[config.mk]
export PLATFORM = sky130hd
export DESIGN_NAME = cla_4bit
export DESIGN_NICKNAME = d
export VERILOG_FILES = /design/src/rtl/cla_4bit.sv
export SDC_FILE = /design/constraint.sdc
export NUM_CORES = 1
export LEC_CHECK = 0
export BUFFER_PORTS_ARGS = -buffer_cell sky130_fd_sc_hd__buf_2
export CAP_MARGIN = 20
export CELL_PAD_IN_SITES_DETAIL_PLACEMENT = 1
export CELL_PAD_IN_SITES_GLOBAL_PLACEMENT = 1
export CORE_MARGIN = 8
export CORE_UTILIZATION = 35
export DETAILED_ROUTE_END_ITERATION = 16
export PLACE_DENSITY_LB_ADDON = 0.1
export SLEW_MARGIN = 0
export SYNTH_ARGS = -nofsm -noshare
export SYNTH_HDL_FRONTEND = slang
export SYNTH_SLANG_ARGS = --single-unit
[constraint.sdc]
create_clock -name clk -period 1 [get_ports clk]
set_input_delay 0.15 -clock clk [delete_from_list [all_inputs] [get_ports clk]]
set_output_delay 0.15 -clock clk [all_outputs]
set_load 0.1 [all_outputs]
[src/rtl/cla_4bit.sv]
// 4-bit carry-lookahead adder with a single registered output stage.
// Carries are formed from explicit generate/propagate lookahead terms
// (no ripple chain, no '+'). Results, group P/G, overflow and zero
// flags are captured on the rising edge when in_valid is high and held
// otherwise. out_valid marks the cycle a new result appears.
module cla_4bit (
    input  logic       clk,
    input  logic       rst_n,
    input  logic [3:0] a,
    input  logic [3:0] b,
    input  logic       cin,
    input  logic       in_valid,
    output logic [3:0] sum,
    output logic       cout,
    output logic       out_valid,
    output logic       grp_p,
    output logic       grp_g,
    output logic       ovf,
    output logic       zero
);

    // Stage p0: combinational lookahead datapath (no reset)
    logic [3:0] w_g_p0;
    logic [3:0] w_p_p0;
    logic [4:0] w_c_p0;
    logic [3:0] w_sum_p0;
    logic       w_grp_p_p0;
    logic       w_grp_g_p0;
    logic       w_ovf_p0;
    logic       w_zero_p0;

    // Stage p1: output registers
    logic [3:0] r_sum_p1;
    logic       r_cout_p1;
    logic       r_grp_p_p1;
    logic       r_grp_g_p1;
    logic       r_ovf_p1;
    logic       r_zero_p1;
    logic       r_vld_p1;

    // Per-bit generate/propagate, flat lookahead carries and derived flags
    always_comb begin
        w_g_p0 = a & b;
        w_p_p0 = a ^ b;

        w_c_p0[0] = cin;
        w_c_p0[1] = w_g_p0[0]
                  | (w_p_p0[0] & cin);
        w_c_p0[2] = w_g_p0[1]
                  | (w_p_p0[1] & w_g_p0[0])
                  | (w_p_p0[1] & w_p_p0[0] & cin);
        w_c_p0[3] = w_g_p0[2]
                  | (w_p_p0[2] & w_g_p0[1])
                  | (w_p_p0[2] & w_p_p0[1] & w_g_p0[0])
                  | (w_p_p0[2] & w_p_p0[1] & w_p_p0[0] & cin);
        w_c_p0[4] = w_g_p0[3]
                  | (w_p_p0[3] & w_g_p0[2])
                  | (w_p_p0[3] & w_p_p0[2] & w_g_p0[1])
                  | (w_p_p0[3] & w_p_p0[2] & w_p_p0[1] & w_g_p0[0])
                  | (w_p_p0[3] & w_p_p0[2] & w_p_p0[1] & w_p_p0[0] & cin);

        w_sum_p0 = w_p_p0 ^ w_c_p0[3:0];

        // Group terms let this block chain into a wider lookahead tree;
        // c4 is identically grp_g | grp_p & cin.
        w_grp_p_p0 = &w_p_p0;
        w_grp_g_p0 = w_g_p0[3]
                   | (w_p_p0[3] & w_g_p0[2])
                   | (w_p_p0[3] & w_p_p0[2] & w_g_p0[1])
                   | (w_p_p0[3] & w_p_p0[2] & w_p_p0[1] & w_g_p0[0]);

        // Signed overflow: carry into the sign bit differs from carry out
        w_ovf_p0  = w_c_p0[3] ^ w_c_p0[4];
        w_zero_p0 = ~|w_sum_p0;
    end

    // Result registers: load on valid input, hold otherwise, clear on reset
    always_ff @(posedge clk or negedge rst_n) begin
        if (!rst_n) begin
            r_sum_p1   <= 4'd0;
            r_cout_p1  <= 1'b0;
            r_grp_p_p1 <= 1'b0;
            r_grp_g_p1 <= 1'b0;
            r_ovf_p1   <= 1'b0;
            r_zero_p1  <= 1'b0;
        end else if (in_valid) begin
            r_sum_p1   <= w_sum_p0;
            r_cout_p1  <= w_c_p0[4];
            r_grp_p_p1 <= w_grp_p_p0;
            r_grp_g_p1 <= w_grp_g_p0;
            r_ovf_p1   <= w_ovf_p0;
            r_zero_p1  <= w_zero_p0;
        end
    end

    // Valid flag follows in_valid with one cycle of latency
    always_ff @(posedge clk or negedge rst_n) begin
        if (!rst_n) begin
            r_vld_p1 <= 1'b0;
        end else begin
            r_vld_p1 <= in_valid;
        end
    end

    assign sum       = r_sum_p1;
    assign cout      = r_cout_p1;
    assign grp_p     = r_grp_p_p1;
    assign grp_g     = r_grp_g_p1;
    assign ovf       = r_ovf_p1;
    assign zero      = r_zero_p1;
    assign out_valid = r_vld_p1;

endmodule

# Yosys cells after proc, flatten, opt, wreduce, memory -nomap -nowiden
# Index checks and enable logic that the tools add are counted.
# totals
register_bits,10
elab_cells,40
input_bits,12
out_inout_bits,10
# op_classes
bitwise,30
n_reduce_logical,3
# ops
op,count
AND 1 bit,16
bitwise OR 1 bit,10
XOR 4 bit,2
AND 4 bit,1
AND reduction 4 bit,1
OR reduction 4 bit,1
logical NOT 1 bit,1
XOR 1 bit,1

# Logic depth before layout (Yosys ltp)
# logic_depth
word_depth,8
depth_mapped,5
depth_no_buf,5

# Worst setup path before layout
# OpenSTA, ideal clock, no wires.
# synth_timing
kind,input port to flip-flop
startpoint,input a[1]
endpoint,register r_ovf_p1 (netlist: ovf)
required_ns,0.858
setup_ns,0.142
path_slack_ns,-0.339
t_arrival_ns,1.197
cell_stages,5
path_cell_list,ha_1 -> a21o_1 -> a221oi_4 -> a21o_1 -> a31oi_1
# synth_via
elab_chain_cells,6
elab_cells_between_ends,19
# synth_lines
item,line,text
start: declaration,9,"input logic [3:0] a,"
AND 4 bit / XOR 4 bit (equally long branches),"43, 44",
AND 1 bit (on tied branches),-,
bitwise OR 1 bit (tied with other cells),53,| (w_p_p0[2] & w_g_p0[1])
bitwise OR 1 bit (tied with other cells),54,| (w_p_p0[2] & w_p_p0[1] & w_g_p0[0])
bitwise OR 1 bit (on tied branches),"55, 60",
XOR 1 bit *,73,w_ovf_p0 = w_c_p0[3] ^ w_c_p0[4];
end signal: assignment,91,r_ovf_p1 <= w_ovf_p0;
end: declaration,37,logic r_ovf_p1;
# Mark *: on every way between the ends. The rest lies on a longest branch, timed or not.
# A chain may end at the register's enable or synchronous reset.

# Worst setup path after layout
# layout_timing
startpoint,input b[1]
endpoint,register r_ovf_p1 (netlist: ovf)
# layout_via
elab_chain_cells,6
elab_cells_between_ends,19
# layout_lines
item,line,text
start: declaration,10,"input logic [3:0] b,"
AND 4 bit / XOR 4 bit (equally long branches),"43, 44",
AND 1 bit (on tied branches),-,
bitwise OR 1 bit (tied with other cells),53,
bitwise OR 1 bit (tied with other cells),54,
bitwise OR 1 bit (on tied branches),"55, 60",
XOR 1 bit *,73,
# Marks and branches as above.

==> metrics.txt <==
# TYPE chip_impl_metric gauge
chip_impl_metric{name="finish.cell_count_without_fillers",unit=""} 107
chip_impl_metric{name="maximum_vdd_drop",unit="V"} 0.00115
chip_impl_metric{name="grt.overflow.total",unit=""} 0
chip_impl_metric{name="die_area",unit="mm2"} 0.00326
chip_impl_metric{name="largest_net_degree_at_the_start_of_global_routing",unit=""} 12
chip_impl_metric{name="drv_cap",unit=""} 0
chip_impl_metric{name="regArea",unit="um2"} 265
chip_impl_metric{name="clock-skew-final",unit="ns"} 0
chip_impl_metric{name="finalPower",unit="uW"} 2060
chip_impl_metric{name="total_leakage_power",unit="uW"} 0.000505
chip_impl_info{name="synth-main-ff-cell",value="dfrtp_1"} 1
chip_impl_metric{name="cell_row_count",unit=""} 15
chip_impl_metric{name="cp.buffers_inverters",unit=""} 1
chip_impl_metric{name="antennaDiodeCount",unit=""} 0
chip_impl_metric{name="detailedRoute.firstIterationViolations",unit=""} 4
chip_impl_metric{name="path_clk_slew",unit="ns"} 0.07
chip_impl_metric{name="clk_path_buf_depth",unit=""} 2
chip_impl_metric{name="floorplan.initialDensity",unit="%"} 35.8
chip_impl_info{name="crit_family",value="compound AO/OA/AOI/OAI gates"} 1
chip_impl_metric{name="pin_count",unit=""} 22
chip_impl_metric{name="final.fill_count",unit=""} 162
chip_impl_metric{name="drt-vias-per-instance",unit=""} 5.10
chip_impl_info{name="worstSetupStartpointType",value="primary input"} 1
chip_impl_metric{name="synth_unique_cells",unit=""} 23
chip_impl_metric{name="global_route.usage.met2",unit="%"} 19.4
chip_impl_metric{name="via_count_of_the_first_global_routing_pass",unit=""} 640
chip_impl_metric{name="grt_antenna_before_repair",unit=""} 0
chip_impl_metric{name="synthesis.area",unit="um2"} 591
chip_impl_metric{name="hold-path-cell-count",unit=""} 1
chip_impl_info{name="clk_root_buffer_cell",value="clkbuf_4"} 1
chip_impl_metric{name="post-route-worst-setup-slack",unit="ns"} -0.124
chip_impl_metric{name="cts-htree-levels",unit=""} 1
chip_impl_metric{name="global_route_wire_length_before_repair",unit="um"} 3170
chip_impl_metric{name="slew-limit-headroom",unit="%"} 80.4
chip_impl_metric{name="multi_input_area",unit="um2"} 384
chip_impl_metric{name="gp_congestion",unit=""} 0.782
chip_impl_info{name="holdCritPathClass",value="primary input to register"} 1
chip_impl_metric{name="timing.critical_path.depth",unit=""} 6
chip_impl_metric{name="dpl.cell_count",unit=""} 100
chip_impl_metric{name="synth-edff-count",unit=""} 0
chip_impl_metric{name="finalHoldViolations",unit=""} 0
chip_impl_metric{name="cts_buffers",unit=""} 3
chip_impl_metric{name="power_density",unit="mW/mm2"} 1840
chip_impl_metric{name="half_perimeter_wire_length_after_placement",unit="um"} 1470
chip_impl_info{name="post_synthesis_cell_type_with_the_largest_combined_area",value="dfrtp_1"} 1
chip_impl_metric{name="synth_async_sr_flop_share",unit="%"} 100
chip_impl_metric{name="final_nets",unit=""} 108
chip_impl_metric{name="clk-insertion-delay-late",unit="ns"} 0.26
chip_impl_metric{name="buffer_ports.inserted",unit=""} 21
chip_impl_metric{name="global_route.usage.met3",unit="%"} 5.76
chip_impl_info{name="violations_in_the_final_reports",value="negative setup slack"} 1
chip_impl_metric{name="grt_usage",unit="%"} 12.0
chip_impl_metric{name="drive_above_1_share",unit="%"} 70.0
chip_impl_metric{name="timing.reg2reg.worst_path_depth",unit=""} 1
chip_impl_info{name="synth_top_cells_by_area",value="dfrtp_1, ha_1, mux2_2, a221oi_4, a21o_1"} 1
chip_impl_metric{name="setup-violations-final",unit=""} 13
chip_impl_metric{name="worst_path_largest_cell_delay",unit="ns"} 0.31
chip_impl_info{name="tritoncts",value="done"} 1
chip_impl_metric{name="postSynthNetCount",unit=""} 70
chip_impl_info{name="unrepaired_setup_endpoints_after_global_routing",value="true"} 1
chip_impl_metric{name="detail_routed_net_length_per_standard_cell",unit="um"} 17.3
chip_impl_metric{name="period_needed",unit="ns"} 1.12
chip_impl_metric{name="dr.pass1.iters",unit=""} 4
chip_impl_metric{name="syn_to_final_growth",unit="%"} 89.6
chip_impl_metric{name="slew_viol_final",unit=""} 0
chip_impl_metric{name="worst_pin_slew",unit="ns"} 0.295
chip_impl_metric{name="crit_arrival",unit="ns"} 1.30
chip_impl_metric{name="yosysWarningCount",unit=""} 0
chip_impl_info{name="critPathKind",value="primary input to register"} 1
chip_impl_metric{name="detail_route.drc_violations",unit=""} 0
chip_impl_metric{name="syn_avg_cell_area",unit="um2"} 11.1
chip_impl_metric{name="synth_top_cell_area_share",unit="%"} 42.4
chip_impl_info{name="crit_path_start",value="b[1]"} 1
chip_impl_metric{name="worstPathMaxFanout",unit=""} 4
chip_impl_info{name="top_usage_layer_grt",value="met2"} 1
chip_impl_metric{name="wl",unit="um"} 1850
chip_impl_metric{name="yosys_register_bits",unit=""} 10
chip_impl_info{name="timing.critical_path.slowest_stage_cell",value="a221oi_4"} 1
chip_impl_info{name="run_status",value="finished with violations"} 1
chip_impl_metric{name="via_count",unit=""} 546
chip_impl_metric{name="dieHeight",unit="um"} 57.1
chip_impl_metric{name="required",unit="ns"} 1.18
chip_impl_metric{name="core_region_area",unit="mm2"} 0.00165
chip_impl_metric{name="syn_inst",unit=""} 53
chip_impl_info{name="worstReg2RegStart",value="grp_p"} 1
chip_impl_info{name="chain_of_cells_forming_the_critical_path",value="buf_6 > ha_4 > a21o_1 > a221oi_4 > nand3_1 > a31oi_1"} 1
chip_impl_metric{name="tritoncts_num_sinks",unit=""} 10
chip_impl_metric{name="groute.layer.met1.usage",unit="%"} 13.7
chip_impl_metric{name="final_antenna_net_count",unit=""} 0
chip_impl_metric{name="fmax",unit="MHz"} 890
chip_impl_info{name="worst_setup_path_end_kind",value="register"} 1
chip_impl_metric{name="timing.final.crit_share",unit="%"} 112
chip_impl_info{name="synth.most_common_cell",value="dfrtp_1"} 1
chip_impl_metric{name="die_width",unit="um"} 57.1
chip_impl_metric{name="sequential_element_share_of_the_synthesized_area",unit="%"} 42.4
chip_impl_info{name="timing.hold.worst.start",value="in_valid"} 1
chip_impl_info{name="synth.cells.most_frequent",value="dfrtp_1, inv_1, ha_1, mux2_2, nor2_1"} 1
## where the power goes
| group | leakage (uW) | internal [uW] | switching (uW) |
|---|---|---|---|
| Clock | 0.0000210 | 221 | 140 |
| Sequential | 0.000109 | 480 | 68.7 |
| Combinational | 0.000375 | 474 | 672 |
| Total | 0.000505 | 1170 | 880 |
## metal layers
metal / up-vias / routed length [um]
met1: 268 / 755
met3: 2 / 101
met5: - / 0
met2: 15 / 980
li1: 261 / -
met4: 0 / 13
## cell type report
cell class | count | area share [%]
timing repair buffer | 34 | 35.2
tap | 17 | 1.90
multi-input combinational | 37 | 34.3
sequential | 10 | 23.7
clock buffer | 4 | 3.24
inverter | 5 | 1.68
## cell usage in the layout, fill, tap and decap left out, drive strengths merged
| master | netlist | final |
|---|---|---|
| ha | 4 | 4 |
| a21oi | 2 | 2 |
| o21ai | 2 | 2 |
| a211oi | 1 | 1 |
| buf | 0 | 33 |
| xor2 | 2 | 2 |
| a221oi | 1 | 1 |
| and2 | 1 | 1 |
| clkbuf | 1 | 4 |
| xnor2 | 2 | 2 |
| nor2 | 4 | 4 |
| mux2i | 1 | 1 |
| dfrtp | 10 | 10 |
| dlygate4sd3 | 0 | 1 |
| fa | 1 | 1 |
| nand2 | 3 | 3 |
| inv | 5 | 5 |
| nand3 | 1 | 1 |
| and4 | 1 | 1 |
| a31oi | 2 | 2 |
| mux2 | 4 | 4 |
| o21bai | 1 | 1 |
| o32ai | 1 | 1 |
| a21o | 3 | 3 |
## flip-flops by register name (all words and copies together) (netlist names)
signal and count:
cout 1, grp_g 1, grp_p 1, out_valid 1, ovf 1, sum 4, zero 1
## final timing paths
path                              to  slack (ns)
max                              ovf       -0.12
min                        out_valid        0.13
max reg2reg                    grp_p        0.14
min reg2reg                   sum[0]        0.56
max in group asynchronous      grp_p        0.51
min in group asynchronous       zero        0.27
## cell families after synthesis
group           synth area share [%]
compound gates                  18.4
simple gates                    8.26
flops                           42.4
buf+inv                         3.81
mux                             9.32
fa+ha+maj                       11.9
xor+xnor                        5.93
## stage by stage
| stage | util, % | TNS, ns | hold slack, ns | area (um2) | worst slack (ns) |
|---|---|---|---|---|---|
| 2_1_floorplan | - | -0.810 | -0.146 | 663 | -0.173 |
| 3_3_place_gp | 61.2 | -2.61 | 0.0205 | 1010 | -0.377 |
| 3_5_place_dp | 61.2 | -2.87 | 0.0262 | 1010 | -0.420 |
| 4_1_cts | 66.4 | -0.562 | 0.122 | 1100 | -0.129 |
| 5_1_grt | 67.8 | -0.808 | 0.126 | 1120 | -0.137 |
| 6_report | 67.8 | -0.448 | 0.129 | 1120 | -0.124 |
## timing repair
action | CTS | global route
hold endpoints to repair | 10 | 0
hold buffers | 1 | 0
pin swaps | 11 | 6
setup buffers | 1 | 1
setup endpoints to repair | 16 | 17
gates cloned | 0 | 0
resized for setup | 9 | 4
No activity file was read; power rests on OpenSTA's default activity.
